File: config.mk
export PLATFORM = sky130hd
export DESIGN_NAME = switch_nport
export DESIGN_NICKNAME = d
export VERILOG_FILES = /design/src/rtl/switch_nport.sv
export SDC_FILE = /design/constraint.sdc
export NUM_CORES = 1
export LEC_CHECK = 0
export CORE_MARGIN = 2
export CORE_UTILIZATION = 58
export CTS_CLUSTER_DIAMETER = 50
export CTS_CLUSTER_SIZE = 10
export DETAILED_ROUTE_END_ITERATION = 7
export HOLD_SLACK_MARGIN = 0.06
export PLACE_DENSITY = 0.83
export SYNTH_ARGS = -nofsm -noshare
export SYNTH_HDL_FRONTEND = slang
export SYNTH_SLANG_ARGS = --single-unit
File: constraint.sdc
create_clock -name clk -period 2.5 [get_ports clk]
set_clock_uncertainty 0.05 [all_clocks]
set_input_delay 0.25 -clock clk [delete_from_list [all_inputs] [get_ports clk]]
set_output_delay 0.25 -clock clk [all_outputs]
set_load 0.02 [all_outputs]
File: src/rtl/switch_nport.sv
// NUM_PORTS-way address-decoding switch: one valid/ready input stream fans out to per-port FWFT FIFOs.
// One cycle from accept to out_valid; input stalls when the selected port's FIFO is full, with no bypass.

module switch_nport_fifo #(
  parameter int WIDTH = 24,
  parameter int DEPTH = 4
) (
  input  logic                     clk,
  input  logic                     rstn,
  input  logic                     i_push,
  input  logic [WIDTH-1:0]         i_push_dat,
  input  logic                     i_pop,
  output logic [WIDTH-1:0]         o_head_dat,
  output logic                     o_full,
  output logic                     o_empty,
  output logic [$clog2(DEPTH):0]   o_level
);
  localparam int AW = $clog2(DEPTH);
  localparam int LW = AW + 1;

  logic [WIDTH-1:0] r_mem [DEPTH];
  logic [AW-1:0]    r_wptr;
  logic [AW-1:0]    r_rptr;
  logic [LW-1:0]    r_level;
  logic             w_do_push;
  logic             w_do_pop;

  assign o_full     = (r_level == LW'(DEPTH));
  assign o_empty    = (r_level == '0);
  assign o_level    = r_level;
  assign o_head_dat = r_mem[r_rptr];
  // Push is judged against the pre-edge level, so a full FIFO refuses even when it pops this cycle.
  assign w_do_push  = i_push && !o_full;
  assign w_do_pop   = i_pop && !o_empty;

  always_ff @(posedge clk) begin
    if (w_do_push) begin
      r_mem[r_wptr] <= i_push_dat;
    end
  end

  always_ff @(posedge clk or negedge rstn) begin
    if (!rstn) begin
      r_wptr  <= '0;
      r_rptr  <= '0;
      r_level <= '0;
    end else begin
      if (w_do_push) begin
        r_wptr <= r_wptr + AW'(1);
      end
      if (w_do_pop) begin
        r_rptr <= r_rptr + AW'(1);
      end
      case ({w_do_push, w_do_pop})
        2'b10:   r_level <= r_level + LW'(1);
        2'b01:   r_level <= r_level - LW'(1);
        default: r_level <= r_level;
      endcase
    end
  end
endmodule

module switch_nport #(
  parameter int ADDR_WIDTH = 8,
  parameter int DATA_WIDTH = 16,
  parameter int NUM_PORTS  = 4,
  parameter int FIFO_DEPTH = 4
) (
  input  logic                                          clk,
  input  logic                                          rstn,
  input  logic                                          in_valid,
  output logic                                          in_ready,
  input  logic [ADDR_WIDTH-1:0]                         in_addr,
  input  logic [DATA_WIDTH-1:0]                         in_data,
  output logic [NUM_PORTS-1:0]                          out_valid,
  input  logic [NUM_PORTS-1:0]                          out_ready,
  output logic [NUM_PORTS*ADDR_WIDTH-1:0]               out_addr,
  output logic [NUM_PORTS*DATA_WIDTH-1:0]               out_data,
  output logic [NUM_PORTS*($clog2(FIFO_DEPTH)+1)-1:0]   out_level
);
  localparam int SEL_W  = $clog2(NUM_PORTS);
  localparam int LVL_W  = $clog2(FIFO_DEPTH) + 1;
  localparam int WORD_W = ADDR_WIDTH + DATA_WIDTH;

  logic [SEL_W-1:0]     w_sel;
  logic [NUM_PORTS-1:0] w_full;
  logic [NUM_PORTS-1:0] w_push;
  logic                 r_live;

  // Holds in_ready low through reset and until the first edge after release.
  always_ff @(posedge clk or negedge rstn) begin
    if (!rstn) begin
      r_live <= 1'b0;
    end else begin
      r_live <= 1'b1;
    end
  end

  assign w_sel    = in_addr[ADDR_WIDTH-1 -: SEL_W];
  assign in_ready = r_live && !w_full[w_sel];

  for (genvar p = 0; p < NUM_PORTS; p++) begin : g_port
    logic [WORD_W-1:0] w_head;
    logic              w_empty;

    assign w_push[p] = in_valid && r_live && (w_sel == SEL_W'(p));

    switch_nport_fifo #(
      .WIDTH (WORD_W),
      .DEPTH (FIFO_DEPTH)
    ) u_fifo (
      .clk        (clk),
      .rstn       (rstn),
      .i_push     (w_push[p]),
      .i_push_dat ({in_addr, in_data}),
      .i_pop      (out_ready[p]),
      .o_head_dat (w_head),
      .o_full     (w_full[p]),
      .o_empty    (w_empty),
      .o_level    (out_level[p*LVL_W +: LVL_W])
    );

    assign out_valid[p]                          = !w_empty;
    assign out_addr[p*ADDR_WIDTH +: ADDR_WIDTH]  = w_empty ? '0 : w_head[WORD_W-1 -: ADDR_WIDTH];
    assign out_data[p*DATA_WIDTH +: DATA_WIDTH]  = w_empty ? '0 : w_head[DATA_WIDTH-1:0];
  end
endmodule

==> impl_metrics.toml, run 1 <==
[critical_path]
crit_chain = "buf_12 > mux4_1 > and2_1 > clkdlybuf4s15_1"
worst_endpoint_required_time_ns = 2.20
worst_ep_arrival_time_ns = 2.19
cpMaxStageDelayCell = "sky130_fd_sc_hd__mux4_1"
critical_path.max_stage_delay_ns = 0.58
timing.critical_path.fanout_max = 13
setup.worst_path.start_class = "flip-flop"
path_class = "flip-flop to output pin"
end_kind = "output pin"

[sta]
final.setup.worst_slack_ns = 0.0119
post-route-period-util_pct = 99.5
setup-violations-final = 0
tightest_slew_ns = 0.738
final_max_slew_viol_count = 0
totalNegativeSetupSlack_ns = 0
final.hold.worst_slack_ns = 0.0650
fmax_mhz = 402
layout_min_cycle_time_ns = 2.49
timing_hold_violations_final = 0
unrepaired_setup_endpoints_after_global_routing = "yes"
slew_headroom_pct = 50.6

[place]
place_inst = 1301
post-dp-hpwl_um = 20300
i_o_buffers = 143
gp_congestion = 0.735
dp_slack_ns = 0.125
placed_area_um2 = 18900

[drt]
route.detailed.vias_per_inst = 5.93
dr.first_iter.drc_count = 952
detail_route.first_pass.iterations = 5
route.detailed.drc = 0
route.detailed.wl_per_inst_um = 26.7
vias = 8337
totalWireLength_um = 37400
drt.antenna.violating_nets = 0

[global_route]
grt_overflow_total = 0
grt_util_all_layers_pct = 25.4
grt_pass1_wl_um = 56100
first_global_vias = 8858
grt_start_max_net_pins = 30
antenna_found_initial = 1

[logic_synthesis]
synth.largest_area_cell = "sky130_fd_sc_hd__edfxtp_1"
synthesis.yosys.warnings = 0
post_synth_main_area_contributors = "sky130_fd_sc_hd__edfxtp_1 (69%), sky130_fd_sc_hd__mux4_1 (12%), sky130_fd_sc_hd__dfrtp_1 (4.4%)"
mappedNetlistArea_um2 = 16600
synth_top_area_share_pct = 69.5
netlist-cell-type-count = 32
synth.yosys.seq_area_share_pct = 73.9
ys_ff_latch = 413
syn-num-nets = 828
cell_count_after_synthesis = 773
mean_syn_cell_area_um2 = 21.5

[flow_run]
cap_violations = 0

[floorplan]
rows = 61
design.die.area_um2 = 30000
die_w_um = 173
die_h_um = 173
initial_utilization_pct = 59.2
io_pins = 144
core_area_um2 = 28000

[clock_tree]
cts_sinks = 413
number_of_h_tree_levels = 2
clock_insertion_delay_at_the_later_pin_of_the_skew_report_ns = 0.53
worst_setup_hold_path_clk_slew_ns = 0.06
cts.root.buffer_cell = "sky130_fd_sc_hd__clkbuf_16"
cts_tree = "built"
maximum_clock_insertion_buffer_count = 3
cts-buffers-inserted = 48

[cells_and_area]
area.growth.synth_to_final_pct = 21.4
final_cell_count_without_fillers = 1405
layout.cells.most_common_list = "sky130_fd_sc_hd__edfxtp_1 (384), sky130_fd_sc_hd__and2_1 (105), sky130_fd_sc_hd__buf_2 (60)"
final_core_utilization_pct = 71.9
design_area_um2 = 20200
fraction_of_final_layout_cells_with_drive_strength_greater_than_1_pct = 26.8
layout.cells.most_common = "sky130_fd_sc_hd__edfxtp_1"
fillerInstances = 1662
nNetsFinal = 1059

[run_status]
result_of_the_run = "finished clean"

[hold_path]
worstHoldPathType = "primary input to async pin"

[power]
cellLeakagePower_nw = 7.12
max_ir_drop_vdd_mv = 0.983
power.density_cell_area_nw_per_um2 = 1160
p_total_mw = 23.3
[worst paths after layout]
path	cells after the start	from	to	slack (ns)
max in group asynchronous	2	rstn	g_port[0].u_fifo.r_rptr[0]$_DFFE_PN0P_	1.99
hold / removal	2	rstn	g_port[1].u_fifo.r_wptr[1]$_DFFE_PN0P_	0.07
hold reg to reg	1	g_port[2].u_fifo.o_level[0]$_DFFE_PN0P_	g_port[2].u_fifo.o_level[0]$_DFFE_PN0P_	0.49
setup reg to reg	8	g_port[2].u_fifo.o_level[0]$_DFFE_PN0P_	g_port[2].u_fifo.o_level[2]$_DFFE_PN0P_	0.26
min in group clk	3	out_ready[1]	g_port[1].u_fifo.r_rptr[1]$_DFFE_PN0P_	0.31
setup / recovery	4	g_port[0].u_fifo.r_rptr[0]$_DFFE_PN0P_	out_addr[2]	0.01
[worst max-delay path: cells and delay by family (launching register included)]
kind          cells  cell delay [ns]
mux               1             0.58
simple gates      1             0.21
flops             1             0.39
buf+inv           2             0.47
[synth_stat cells]
cell type	count
sky130_fd_sc_hd__a21oi_1	3
sky130_fd_sc_hd__buf_6	10
sky130_fd_sc_hd__o41a_1	1
sky130_fd_sc_hd__or3_1	4
sky130_fd_sc_hd__fa_1	4
sky130_fd_sc_hd__buf_2	8
sky130_fd_sc_hd__mux2i_1	2
sky130_fd_sc_hd__mux2_1	1
sky130_fd_sc_hd__mux2_4	1
sky130_fd_sc_hd__buf_12	2
sky130_fd_sc_hd__dfrtp_1	29
sky130_fd_sc_hd__clkbuf_1	16
sky130_fd_sc_hd__a211oi_2	3
sky130_fd_sc_hd__and2_2	4
sky130_fd_sc_hd__mux4_1	73
sky130_fd_sc_hd__xnor2_1	12
sky130_fd_sc_hd__edfxtp_1	384
sky130_fd_sc_hd__o21ai_0	2
sky130_fd_sc_hd__and2_1	112
sky130_fd_sc_hd__nor2_2	1
sky130_fd_sc_hd__xor2_1	12
sky130_fd_sc_hd__nand2b_1	2
sky130_fd_sc_hd__ha_1	20
sky130_fd_sc_hd__nand2_1	4
sky130_fd_sc_hd__nand3_1	4
sky130_fd_sc_hd__mux2_2	2
sky130_fd_sc_hd__nor2_1	7
sky130_fd_sc_hd__a211oi_1	1
sky130_fd_sc_hd__mux4_2	23
sky130_fd_sc_hd__conb_1	1
sky130_fd_sc_hd__inv_1	24
sky130_fd_sc_hd__a2111oi_4	1
[flip-flops by register name, summed over array words and instances, names as in the netlist]
register,flops
r_live,1
g_port.u_fifo.r_wptr,8
g_port.u_fifo.r_mem,384
g_port.u_fifo.o_level,12
g_port.u_fifo.r_rptr,8
[per-layer routing]
metal / GRT usage (%) / wire [µm]
met5: 0 / 0
met1: 34.0 / 14600
met4: 8.86 / 1060
met3: 5.32 / 3060
met2: 42.0 / 18700
[report_power, final]
part | total (mW) | switching (mW) | internal (mW)
clock network | 6.16 | 2.51 | 3.65
logic | 8.79 | 4.61 | 4.18
registers | 8.40 | 0.394 | 8.01
total | 23.3 | 7.51 | 15.8
[kinds of logic after synthesis]
kind of cell	Yosys count	share of synthesized area, %
DFF	413	73.9
adders and majority gates	24	1.99
AOI/OAI and AO/OA	11	0.656
other	1	0.0226
muxes	102	15.1
buffers and inverters	60	2.07
xor gates and xnor gates	24	1.27
and+or+nand+nor	138	5.04
[repair_timing]
item / CTS / global route
hold buffers: 0 / 0
gates cloned: 5 / 1
gates resized for setup: 318 / 57
endpoints found under the setup margin: 100 / 62
setup buffers: 24 / 2
[cell type report]
class	instances	area [µm²]	area share, %
flip-flops and latches	413	12300	60.9
multi-input cells	300	3920	19.5
repair buffers	217	2060	10.2
clock buffers	68	1300	6.44
well taps	378	473	2.35
inverters	24	90.1	0.447
clock inverters	4	46.3	0.230
diodes	1	2.50	0.0124
Power figures use the tool's default switching activity.
==> inputs of run 2 (changes only) <==
==> config.mk (replaced) <==
export PLATFORM = sky130hd
export DESIGN_NAME = switch_nport
export DESIGN_NICKNAME = d
export VERILOG_FILES = /design/src/rtl/switch_nport.sv
export SDC_FILE = /design/constraint.sdc
export NUM_CORES = 1
export LEC_CHECK = 0
export CORE_UTILIZATION = 45
export CTS_CLUSTER_DIAMETER = 50
export CTS_CLUSTER_SIZE = 10
export DETAILED_ROUTE_END_ITERATION = 7
export HOLD_SLACK_MARGIN = 0.06
export PLACE_DENSITY = 0.68
export SYNTH_ARGS = -nofsm -noshare
export SYNTH_HDL_FRONTEND = slang
export SYNTH_SLANG_ARGS = --single-unit
==> run 2 against run 1 <==
  * The run now ends with negative setup slack left
  * Cell count is 5.4% higher
  * Critical endpoint is now out_addr[29]
  * Sequential share of layout area is 0.82 points lower
  * Sequential power hardly changed
  * Largest cell class unchanged
  * First-iteration DRC count down 25%
  * Via count down 5.1%
  * Flip-flop and latch count unchanged
  * Maximum frequency decreased by 0.59%
  * Global-route usage decreased by 7.1 points
==> impl_metrics.toml, run 2 (synthesis results as in run 1) <==
[hold_path]
holdCritStartpoint = "out_ready[0]"
worstHoldPathType = "primary input to flip-flop"

[cells_and_area]
nNetsFinal = 1054
area.growth.synth_to_final_pct = 23.1
layout.cells.most_common = "sky130_fd_sc_hd__edfxtp_1"
largest_reg_flops = 384
largest_register_by_flop_count = "g_port.u_fifo.r_mem"
final_core_utilization_pct = 56.9
layout.cells.most_common_list = "sky130_fd_sc_hd__edfxtp_1 (384), sky130_fd_sc_hd__and2_1 (95), sky130_fd_sc_hd__mux4_2 (53)"
fraction_of_final_layout_cells_with_drive_strength_greater_than_1_pct = 28.9
antenna_cell_count = 0

[place]
dp_slack_ns = 0.0466
gp_congestion = 0.705
i_o_buffers = 143
post-dp-hpwl_um = 19800

[sta]
post-route-period-util_pct = 100
final_max_slew_viol_count = 0
tightest_slew_ns = 0.676
setup-violations-final = 1
fmax_mhz = 400
layout_min_cycle_time_ns = 2.50
timing_hold_violations_final = 0
unrepaired_setup_endpoints_after_global_routing = "yes"
slew_headroom_pct = 54.8
final.setup.worst_slack_ns = -0.00286

[clock_tree]
cts_tree = "built"
cts-buffers-inserted = 49
maximum_clock_insertion_buffer_count = 3
clock_insertion_delay_at_the_later_pin_of_the_skew_report_ns = 0.54
number_of_h_tree_levels = 2
cts_sinks = 413
worst_setup_hold_path_clk_slew_ns = 0.06
cts.root.buffer_cell = "sky130_fd_sc_hd__clkbuf_16"

[global_route]
grt_pass1_wl_um = 51200
first_global_vias = 8161
antenna_found_initial = 1
grt_start_max_net_pins = 30
grt_util_all_layers_pct = 18.3
grt_overflow_total = 0

[critical_path]
setup.worst_path.start = "g_port[3].u_fifo.r_rptr[0]$_DFFE_PN0P_"
end_kind = "output pin"
worst_endpoint_required_time_ns = 2.20
setup.reg_to_reg.worst_slack_ns = 0.30
worst_ep_arrival_time_ns = 2.20
worst_r2r_startpoint = "g_port[3].u_fifo.o_level[2]$_DFFE_PN0P_"
timing.critical_path.fanout_max = 5
path_class = "flip-flop to output pin"
setup.worst_path.start_class = "flip-flop"

[floorplan]
rows = 69
die_h_um = 194
die_w_um = 194
design.die.area_um2 = 37600
core_area_um2 = 35900
initial_utilization_pct = 46.2
io_pins = 144

[drt]
vias = 7910
route.detailed.drc = 0
dr.first_iter.drc_count = 716
totalWireLength_um = 34000
detail_route.first_pass.iterations = 5
drt.antenna.violating_nets = 0
route.detailed.vias_per_inst = 5.34
route.detailed.wl_per_inst_um = 23.0

[power]
sw_frac_of_total_pct = 31.3
clockPowerShare_pct = 26.5
power.density_cell_area_nw_per_um2 = 1160
power_frac_comb_pct = 38.1
max_ir_drop_vdd_mv = 0.686
cellLeakagePower_nw = 7.18
netSwitchingPower_mw = 7.42
p_int_mw = 16.3
sequentialPowerShare_pct = 35.4

[run_status]
result_of_the_run = "complete, but fails checks"
failing_checks = "negative setup slack"

[flow_run]
cap_violations = 0
==> run 2: cell count changes in the layout (fill, tap and decap cells not counted), moves of 4 or more <==
cell / change
sky130_fd_sc_hd__and2_4: +10
sky130_fd_sc_hd__buf_4: -17
sky130_fd_sc_hd__and2_1: -10
sky130_fd_sc_hd__buf_6: +11
sky130_fd_sc_hd__dlygate4sd2_1: -12
sky130_fd_sc_hd__clkbuf_2: +9
sky130_fd_sc_hd__clkdlybuf4s15_2: +5
sky130_fd_sc_hd__clkbuf_1: -4
sky130_fd_sc_hd__buf_2: -10
==> run 2: metal layers <==
layer  GRT usage, %  vias to the layer above  part of all wire (%)
li1               -                     3529                     -
met1           25.8                     4101                    45
met2           29.3                      235                    48
met3           3.97                       43                   5.9
met4           4.14                        2                   1.3
met5              0                        -                 0.032
==> run 2: timing repair <==
action	in CTS	in global routing
setup buffers	9	7
hold buffers	1	0
gates resized for setup	338	90
pin swaps	0	3
setup endpoints to repair	99	65
hold endpoints to repair	4	0
cloned	9	2
==> run 2: cell type report <==
cell class / count / area (µm²)
sequential: 413 / 12300
clock buffer: 65 / 1300
multi-input combinational: 300 / 3930
fill: 2733 / 15500
inverter: 24 / 90.1
tap: 461 / 577
timing repair buffer: 211 / 2170
clock inverter: 7 / 97.6
==> run 2: worst max-delay path, stage by stage, from the launching register on <==
cell and delay (ns):
sky130_fd_sc_hd__dfrtp_2 0.43, sky130_fd_sc_hd__bufbuf_16 0.29, sky130_fd_sc_hd__mux4_2 0.52, sky130_fd_sc_hd__and2_1 0.17, sky130_fd_sc_hd__clkdlybuf4s15_2 0.24
==> run 2: path summary, 6_finish.rpt <==
path                                                                end  cells after the start
worst max-delay path                                       out_addr[29]                      4
worst min-delay path             g_port[0].u_fifo.r_rptr[1]$_DFFE_PN0P_                      3
worst max register to register  g_port[3].u_fifo.o_level[2]$_DFFE_PN0P_                      8
worst min register to register  g_port[3].u_fifo.o_level[0]$_DFFE_PN0P_                      1
max in group asynchronous        g_port[0].u_fifo.r_rptr[0]$_DFFE_PN0P_                      3
min in group asynchronous        g_port[1].u_fifo.r_wptr[1]$_DFFE_PN0P_                      3
==> run 2: power groups by stage <==
| stage | Clock (mW) | Sequential, mW | Combinational, mW |
|---|---|---|---|
| final | 6.28 | 8.39 | 9.04 |
| after global routing | 6.69 | 8.44 | 9.65 |
| after CTS | 6.41 | 8.39 | 9.02 |
| after detailed placement | 0 | 8.47 | 8.76 |
| after global placement | 0 | 8.45 | 8.69 |
| after floorplan | 0 | 8.46 | 5.11 |
==> run 2: per-stage QoR <==
step	hold slack, ns	cells	cell area [µm²]	setup TNS (ns)	total power, mW
after floorplan	-0.0956	773	16600	0	13.6
after CTS	0.309	1473	20500	-0.887	23.8
after global placement	0.481	1382	18900	0	17.1
after detailed placement	0.479	1382	18900	0	17.2
final	0.331	1481	20400	-0.00286	23.7
after global routing	0.338	1481	20400	-0.155	24.8
==> inputs of run 3 (changes only) <==
==> constraint.sdc (replaced) <==
create_clock -name clk -period 2.7 [get_ports clk]
set_clock_uncertainty 0.05 [all_clocks]
set_input_delay 0.27 -clock clk [delete_from_list [all_inputs] [get_ports clk]]
set_output_delay 0.27 -clock clk [all_outputs]
set_load 0.02 [all_outputs]
==> run 3 against run 2 <==
  * The flow now finishes without violations
  * Die area is the same
  * Critical path type unchanged
  * Largest cell class unchanged
  * Clock power decreased by 8.9%
  * Register-to-register slack gained 0.07 ns
  * First-iteration DRC count down 28%
  * Hold slack got worse by 0.24 ns
==> impl_metrics.toml, run 3 (synthesis results as in run 1) <==
[critical_path]
path_class = "flip-flop to output pin"
timing.critical_path.max_delay_family = "buffers and inverters"
worst_ep_arrival_time_ns = 2.31
setup.worst_path.start_class = "flip-flop"
cp.buffers_inverters = 3
timing.critical_path.fanout_max = 12
critical_path.max_stage_delay_ns = 0.54
setup.reg_to_reg.worst_slack_ns = 0.37
worst_endpoint_required_time_ns = 2.38
cpMaxStageDelayCell = "sky130_fd_sc_hd__mux4_1"
end_kind = "output pin"
crit_chain = "buf_12 > buf_16 > mux4_1 > and2_1 > dlygate4sd2_1"

[drt]
totalWireLength_um = 32300
route.detailed.wl_per_inst_um = 22.2
drt.antenna.violating_nets = 0
detail_route.first_pass.iterations = 4
route.detailed.vias_per_inst = 5.28
route.detailed.drc = 0
dr.first_iter.drc_count = 514
vias = 7686

[clock_tree]
clock_insertion_delay_at_the_later_pin_of_the_skew_report_ns = 0.54
maximum_clock_insertion_buffer_count = 3
number_of_h_tree_levels = 2
worst_setup_hold_path_clk_slew_ns = 0.05
cts_sinks = 413
cts_tree = "built"
cts-buffers-inserted = 49
cts.root.buffer_cell = "sky130_fd_sc_hd__clkbuf_16"

[sta]
post-route-period-util_pct = 97.6
final.setup.worst_slack_ns = 0.0657
fmax_mhz = 380
final_max_slew_viol_count = 0
layout_min_cycle_time_ns = 2.63
timing_hold_violations_final = 0
unrepaired_setup_endpoints_after_global_routing = "no"
slew_headroom_pct = 56.4
tightest_slew_ns = 0.652
totalNegativeSetupSlack_ns = 0
setup-violations-final = 0

[cells_and_area]
layout.cells.most_common_list = "sky130_fd_sc_hd__edfxtp_1 (384), sky130_fd_sc_hd__and2_1 (112), sky130_fd_sc_hd__dlygate4sd2_1 (94)"
antenna_cell_count = 0
sequential_cell_area_um2 = 12300
layout.cells.most_common = "sky130_fd_sc_hd__edfxtp_1"
largest_register_by_flop_count = "g_port.u_fifo.r_mem"
multi_input_comb_area_um2 = 3990
fraction_of_final_layout_cells_with_drive_strength_greater_than_1_pct = 13.7
nNetsFinal = 1028
fillerInstances = 2725
largest_reg_flops = 384
final_cell_count_without_fillers = 1456
area.growth.synth_to_final_pct = 21.9

[place]
gp_congestion = 0.713
i_o_buffers = 143
dp_slack_ns = 0.285
post-dp-hpwl_um = 19800
place_inst = 1380

[global_route]
grt_pass1_wl_um = 49600
grt_util_all_layers_pct = 17.7
first_global_vias = 8065
antenna_found_initial = 1
grt_overflow_total = 0
grt_start_max_net_pins = 30

[floorplan]
core_area_um2 = 35900
initial_utilization_pct = 46.2
die_w_um = 194
rows = 69
die_h_um = 194
design.die.area_um2 = 37600
io_pins = 144

[power]
cellLeakagePower_nw = 7.16
power.density_cell_area_nw_per_um2 = 1030
max_ir_drop_vdd_mv = 0.656

[run_status]
result_of_the_run = "finished clean"

[hold_path]
worstHoldPathType = "primary input to async pin"

[flow_run]
cap_violations = 0
run 3: cell types whose count changed in the layout (fill, tap and decap cells not counted), moves of 11 or more:
cell,change
sky130_fd_sc_hd__and2_1,+17
sky130_fd_sc_hd__and2_4,-17
sky130_fd_sc_hd__buf_2,-50
sky130_fd_sc_hd__buf_6,-17
sky130_fd_sc_hd__clkbuf_2,-15
sky130_fd_sc_hd__clkdlybuf4s15_2,-11
sky130_fd_sc_hd__dlygate4sd2_1,+87
sky130_fd_sc_hd__mux4_1,+30
sky130_fd_sc_hd__mux4_2,-30
run 3: power breakdown:
group	internal, mW	switching [mW]
Combinational	3.42	3.94
Sequential	7.41	0.300
Clock	3.40	2.32
Total	14.2	6.56
run 3: path summary, 6_finish.rpt:
| path | from | to | depth (start not counted) |
|---|---|---|---|
| worst max-delay path | g_port[3].u_fifo.r_rptr[0]$_DFFE_PN0P_ | out_data[59] | 5 |
| worst min-delay path | rstn | g_port[1].u_fifo.r_wptr[1]$_DFFE_PN0P_ | 2 |
| worst max register to register | g_port[2].u_fifo.o_level[0]$_DFFE_PN0P_ | g_port[2].u_fifo.o_level[2]$_DFFE_PN0P_ | 9 |
| worst min register to register | g_port[2].u_fifo.o_level[0]$_DFFE_PN0P_ | g_port[2].u_fifo.o_level[0]$_DFFE_PN0P_ | 1 |
| max in group asynchronous | rstn | g_port[3].u_fifo.r_rptr[0]$_DFFE_PN0P_ | 2 |
| min in group clk | out_ready[0] | g_port[0].u_fifo.r_rptr[1]$_DFFE_PN0P_ | 3 |
run 3: through the flow:
| stage | total power [mW] | utilization [%] | hold slack (ns) | instance area [µm²] |
|---|---|---|---|---|
| after global routing | 21.8 | 56.3 | 0.119 | 20200 |
| after global placement | 15.8 | 52.6 | 0.485 | 18900 |
| after floorplan | 12.6 | - | -0.0756 | 16600 |
| after CTS | 21.1 | 56.3 | 0.0996 | 20200 |
| final | 20.8 | 56.3 | 0.0922 | 20200 |
| after detailed placement | 15.9 | 52.6 | 0.491 | 18900 |
run 3: layout make-up:
cell class                 count  share of cell area (%)
sequential                   413                    60.6
timing repair buffer         185                    9.54
multi-input combinational    300                    19.7
inverter                      24                   0.445
tap                          461                    2.85
clock inverter                 8                   0.247
clock buffer                  65                    6.57
run 3: layer usage:
layer  vias to the layer above  global-route usage (%)  share of wire [%]
met4                         2                    4.56                1.7
li1                       3510                       -                  -
met1                      3901                    25.1                 44
met3                        51                    4.24                6.6
met2                       222                    27.6                 48
met5                         -                       0              0.040
run 3: worst register-to-register path, cell delays in order (launching register included):
cell and delay [ns]:
sky130_fd_sc_hd__dfrtp_1 0.43, sky130_fd_sc_hd__or3_1 0.42, sky130_fd_sc_hd__buf_4 0.24, sky130_fd_sc_hd__and2_1 0.23, sky130_fd_sc_hd__ha_1 0.24, sky130_fd_sc_hd__inv_1 0.07
sky130_fd_sc_hd__fa_1 0.19, sky130_fd_sc_hd__xor2_1 0.14, sky130_fd_sc_hd__nor2_1 0.06, sky130_fd_sc_hd__xor2_1 0.13
run 3: what timing repair did:
action,4_1_cts,5_1_grt
hold buffers,0,0
cloned,1,0
setup endpoints to repair,94,2
setup buffers,2,0
resized for setup,97,2
==> edit 1, RTL diff (flow settings as in run 3) <==
Set the parameter `FIFO_DEPTH` to 8 (it was 4).
--- a/src/rtl/switch_nport.sv
+++ b/src/rtl/switch_nport.sv
@@ -64,7 +64,7 @@
   parameter int ADDR_WIDTH = 8,
   parameter int DATA_WIDTH = 16,
   parameter int NUM_PORTS  = 4,
-  parameter int FIFO_DEPTH = 4
+  parameter int FIFO_DEPTH = 8
 ) (
   input  logic                                          clk,
   input  logic                                          rstn,
Ports: changed (resized out_level); port bits go from 144 to 148. The function was not compared with the original's and may differ.
==> edit 1 against run 3 <==
- the run now ends with negative setup slack left
- sequential cell count rose by 396
- non-clock buffer count rose by 150
- setup slack got worse by 96 ps
- area after synthesis rose by 90%
- count of clock-buffer cells in the layout rose by 80
- power rose by 100%
- wire length rose by 120%
- final area rose by 93%
==> edit 1: results (changes against run 3) <==
STATUS
------------------------------------------------------------------------------------
Run status                                                              finished with violations
Failing checks                                                          negative setup slack

ROUTING
------------------------------------------------------------------------------------
Met2 routed wirelength                                                  34870 microns   +130%
Met3 routed WL                                                          3828 microns   +79%
Drt wl/cell                                                             24.75 microns   +12%
Sum of routed wire segments on met1                                     29860 microns   +110%
Number of DRC markers in iteration 0                                            1272   +150%

PWR
------------------------------------------------------------------------------------
Worst IR drop on VDD                                                       0.6906 mV   +5.3%
Combinational Power                                                         0.0153 W   +110%
Clock distribution power                                                    0.0114 W   +99%
Internal portion of total power                                            0.02859 W   +100%

CTS
------------------------------------------------------------------------------------
Number of buffers created by CTS                                                  93   +90%
Clock insertion delay at the later pin of the skew report                     620 ps   +80 ps
CTS H-tree depth                                                                   3   +1

GLOBAL ROUTE
------------------------------------------------------------------------------------
Total global routing track utilization                                        20.04%   +2.4 points
Number of global-route vias before repair                                      16238   +100%
Largest net degree at the start of global routing                                 39   +30%
Global-route track usage on met2                                              33.07%   +5.5 points
Met1 track utilization from global routing                                    27.60%   +2.5 points
First-pass GRT wire length                                              103100 microns   +110%

PLACEMENT
------------------------------------------------------------------------------------
Final weighted congestion of routability-driven global placement              0.7303   +2.5%
Port Buffers                                                                     147   +2.8%
Worst slack at placement                                                   -100.5 ps   -385.1 ps
HPWL after detailed placement                                           39200 microns   +98%

SYNTH
------------------------------------------------------------------------------------
EDFF count, synth                                                                768   +100%
Distinct cell type count of the synthesized netlist                               45   +41%
Largest cells by area after synthesis                                   edfxtp_1, mux4_2, dfrtp_1
Proportion of synthesized flip-flops having asynchronous set or reset         5.068%   -2.0 points

TIMING
------------------------------------------------------------------------------------
Final Worst Setup Slack                                                    -30.16 ps   -95.85 ps
Number of setup violations in the final report                                     3   +3

SETUP PATH
------------------------------------------------------------------------------------
Worst-path maximum fanout                                                          8   -4

CELLS AND AREA
------------------------------------------------------------------------------------
Number of nets in the layout                                                    1876   +82%
Share of final-layout standard cells stronger than drive strength 1           37.36%   +24 points

==> edit 1: worst paths after layout <==
kind | start | to | slack [ps]
min in group clk | in_addr[7] | g_port[2].u_fifo.r_mem[3][23] | 270
min reg2reg | g_port[3].u_fifo.r_wptr[2] | g_port[3].u_fifo.r_wptr[2] | 440
max | g_port[3].u_fifo.r_rptr[0] | out_addr[25] | -30
max reg2reg | g_port[1].u_fifo.o_level[0] | g_port[1].u_fifo.o_level[3] | 170
min | rstn | g_port[1].u_fifo.o_level[0] | 110
max in group asynchronous | rstn | g_port[2].u_fifo.r_rptr[1] | 1620
==> edit 1: logic make-up after synthesis <==
kind of cell,after synthesis,share of synthesized area (%)
other cells,1,0.01189
fa+ha+maj,20,0.7933
xor+xnor,36,0.9996
compound gates,18,0.4324
simple gates,204,3.094
flops,809,76.37
buf+inv,80,1.154
mux,298,17.15
==> edit 1: cell type report <==
type / count / area [sq um] / area share, %
sequential: 809 / 24110 / 61.61
timing repair buffer: 335 / 3366 / 8.603
tap: 931 / 1165 / 2.977
clock inverter: 12 / 155.1 / 0.3966
clock buffer: 145 / 2565 / 6.556
antenna: 3 / 7.507 / 0.01919
multi-input combinational: 577 / 7726 / 19.75
inverter: 9 / 33.78 / 0.08635
==> edit 1: per-stage QoR <==
| step | area, sq um | setup TNS [ps] | std cells |
|---|---|---|---|
| floorplan | 31720 | -49510 | 1466 |
| global placement | 35610 | -61.83 | 2612 |
| detailed placement | 35610 | -206.5 | 2612 |
| CTS | 39050 | -1272 | 2815 |
| global route | 39120 | -1530 | 2818 |
| finish | 39120 | -59.44 | 2821 |
==> edit 1: repair_timing <==
item,CTS,global route
gates cloned,11,2
pin swaps,2,8
hold buffers,1,0
buffers inserted,34,10
hold endpoints to repair,17,0
resized for setup,445,87
setup endpoints to repair,97,85
==> edit 2, RTL diff (settings of run 3) <==
Without the edit above. Register the output `out_level`, cleared by the reset; this adds one clock of latency there. The other outputs are not delayed to match.
--- a/src/rtl/switch_nport.sv
+++ b/src/rtl/switch_nport.sv
@@ -82,6 +82,8 @@
   localparam int LVL_W  = $clog2(FIFO_DEPTH) + 1;
   localparam int WORD_W = ADDR_WIDTH + DATA_WIDTH;
 
+  logic [NUM_PORTS*($clog2(FIFO_DEPTH)+1)-1:0] out_level_d;
+
   logic [SEL_W-1:0]     w_sel;
   logic [NUM_PORTS-1:0] w_full;
   logic [NUM_PORTS-1:0] w_push;
@@ -117,12 +119,20 @@
       .o_head_dat (w_head),
       .o_full     (w_full[p]),
       .o_empty    (w_empty),
-      .o_level    (out_level[p*LVL_W +: LVL_W])
+      .o_level    (out_level_d[p*LVL_W +: LVL_W])
     );
 
     assign out_valid[p]                          = !w_empty;
     assign out_addr[p*ADDR_WIDTH +: ADDR_WIDTH]  = w_empty ? '0 : w_head[WORD_W-1 -: ADDR_WIDTH];
     assign out_data[p*DATA_WIDTH +: DATA_WIDTH]  = w_empty ? '0 : w_head[DATA_WIDTH-1:0];
   end
+  always_ff @(posedge clk or negedge rstn) begin
+    if (!rstn) begin
+      out_level <= '0;
+    end else begin
+      out_level <= out_level_d;
+    end
+  end
+
 endmodule
 
Formal check against the unedited RTL: not equivalent (Yosys sat finds a counterexample within 4 cycles, from zero or initial values and one cycle with rstn low).
==> edit 2 against run 3 <==
- via count rose by 5.3%
- final cell count rose by 2.1%
- power rose by 4.4%
- wire length rose by 11%
- sequential cell count rose by 12
- synthesized cell count rose by 1.6%
- utilization fell by 0.12 points
- critical path depth did not move
- non-clock buffer count rose by 4
- area after synthesis rose by 1.8%
- final area rose by 2.2%
- setup slack got worse by 35 ps
- critical endpoint is now out_addr[18]
==> edit 2: results (changes against run 3) <==
STATUS
-------------------------------------------------------------------
Run status                                             finished, final reports clean

PLACEMENT
-------------------------------------------------------------------
Placed Instance Area                                    19220 sq um   +1.7%
Placed cells                                                   1399   +1.4%
HPWL after detailed placement                          20910 microns   +5.4%

SYNTH
-------------------------------------------------------------------
Mapped Area                                             16890 sq um   +1.8%
Leading post-synthesis cells by instance count         edfxtp_1, and2_1, mux4_1
Fraction of the yosys area taken by sequential cells         74.32%   +0.46 points
Largest cells by area after synthesis                  edfxtp_1, mux4_1, dfrtp_1
Mapped Nets                                                     840   +1.4%
Post-synthesis adder-cell area fraction                      1.955%   -0.036 points

ROUTING
-------------------------------------------------------------------
Via count                                                      8096   +5.3%
Number of DRC markers in iteration 0                            577   +12%
Drt wl/cell                                            24.10 microns   +8.7%
Vias per cell                                                 5.448   +3.2%

GLOBAL ROUTE
-------------------------------------------------------------------
Total global routing track utilization                       18.93%   +1.3 points
Number of global-route vias before repair                      8372   +3.8%
Largest net degree at the start of global routing                42   +40%

SETUP PATH
-------------------------------------------------------------------
Critical Path Max Stage Delay                                580 ps   +40 ps
Data arrival at the endpoint of the critical path           2350 ps   +40 ps
Worst setup path start                                 g_port[2].u_fifo.r_rptr[0]

CELLS AND AREA
-------------------------------------------------------------------
Clock-cell share                                             6.905%   +0.089 points
Area growth, synth to finish                                 22.37%
Sequential cell area share                                   60.75%   +0.14 points

TIMING
-------------------------------------------------------------------
Final worst hold slack                                     329.5 ps   +237.3 ps

PWR
-------------------------------------------------------------------
Switching power                                          0.006949 W   +6.0%
Clock distribution power                                  0.00594 W   +3.8%

edit 2: changes by cell type in the layout (fill, tap and decap cells not counted), moves of 3 or more:
| cell | change |
|---|---|
| buf_4 | -4 |
| mux4_2 | +3 |
| dfrtp_1 | +12 |
| mux4_1 | -3 |
| clkbuf_1 | +11 |
| buf_6 | +3 |
| dlygate4sd2_1 | -3 |
edit 2: per-layer routing:
layer | part of all wire [%] | wire (microns) | GRT usage, %
met4 | 2.0 | 699 | 5.469
met3 | 4.7 | 1682 | 3.094
met2 | 50 | 17900 | 31.80
met5 | 0.022 | 8 | 0
met1 | 43 | 15520 | 25.68
edit 2: cell families after synthesis:
group | after synthesis
compound gates | 11
xor+xnor | 24
fa+ha+maj | 24
buf+inv | 60
flops | 425
mux | 102
other cells | 1
simple gates | 138
edit 2: repair_timing:
action,4_1_cts,5_1_grt
gates cloned,1,2
hold buffers,1,0
endpoints found under the hold margin,41,0
setup buffers,0,3
endpoints found under the setup margin,94,10
gates resized for setup,106,6
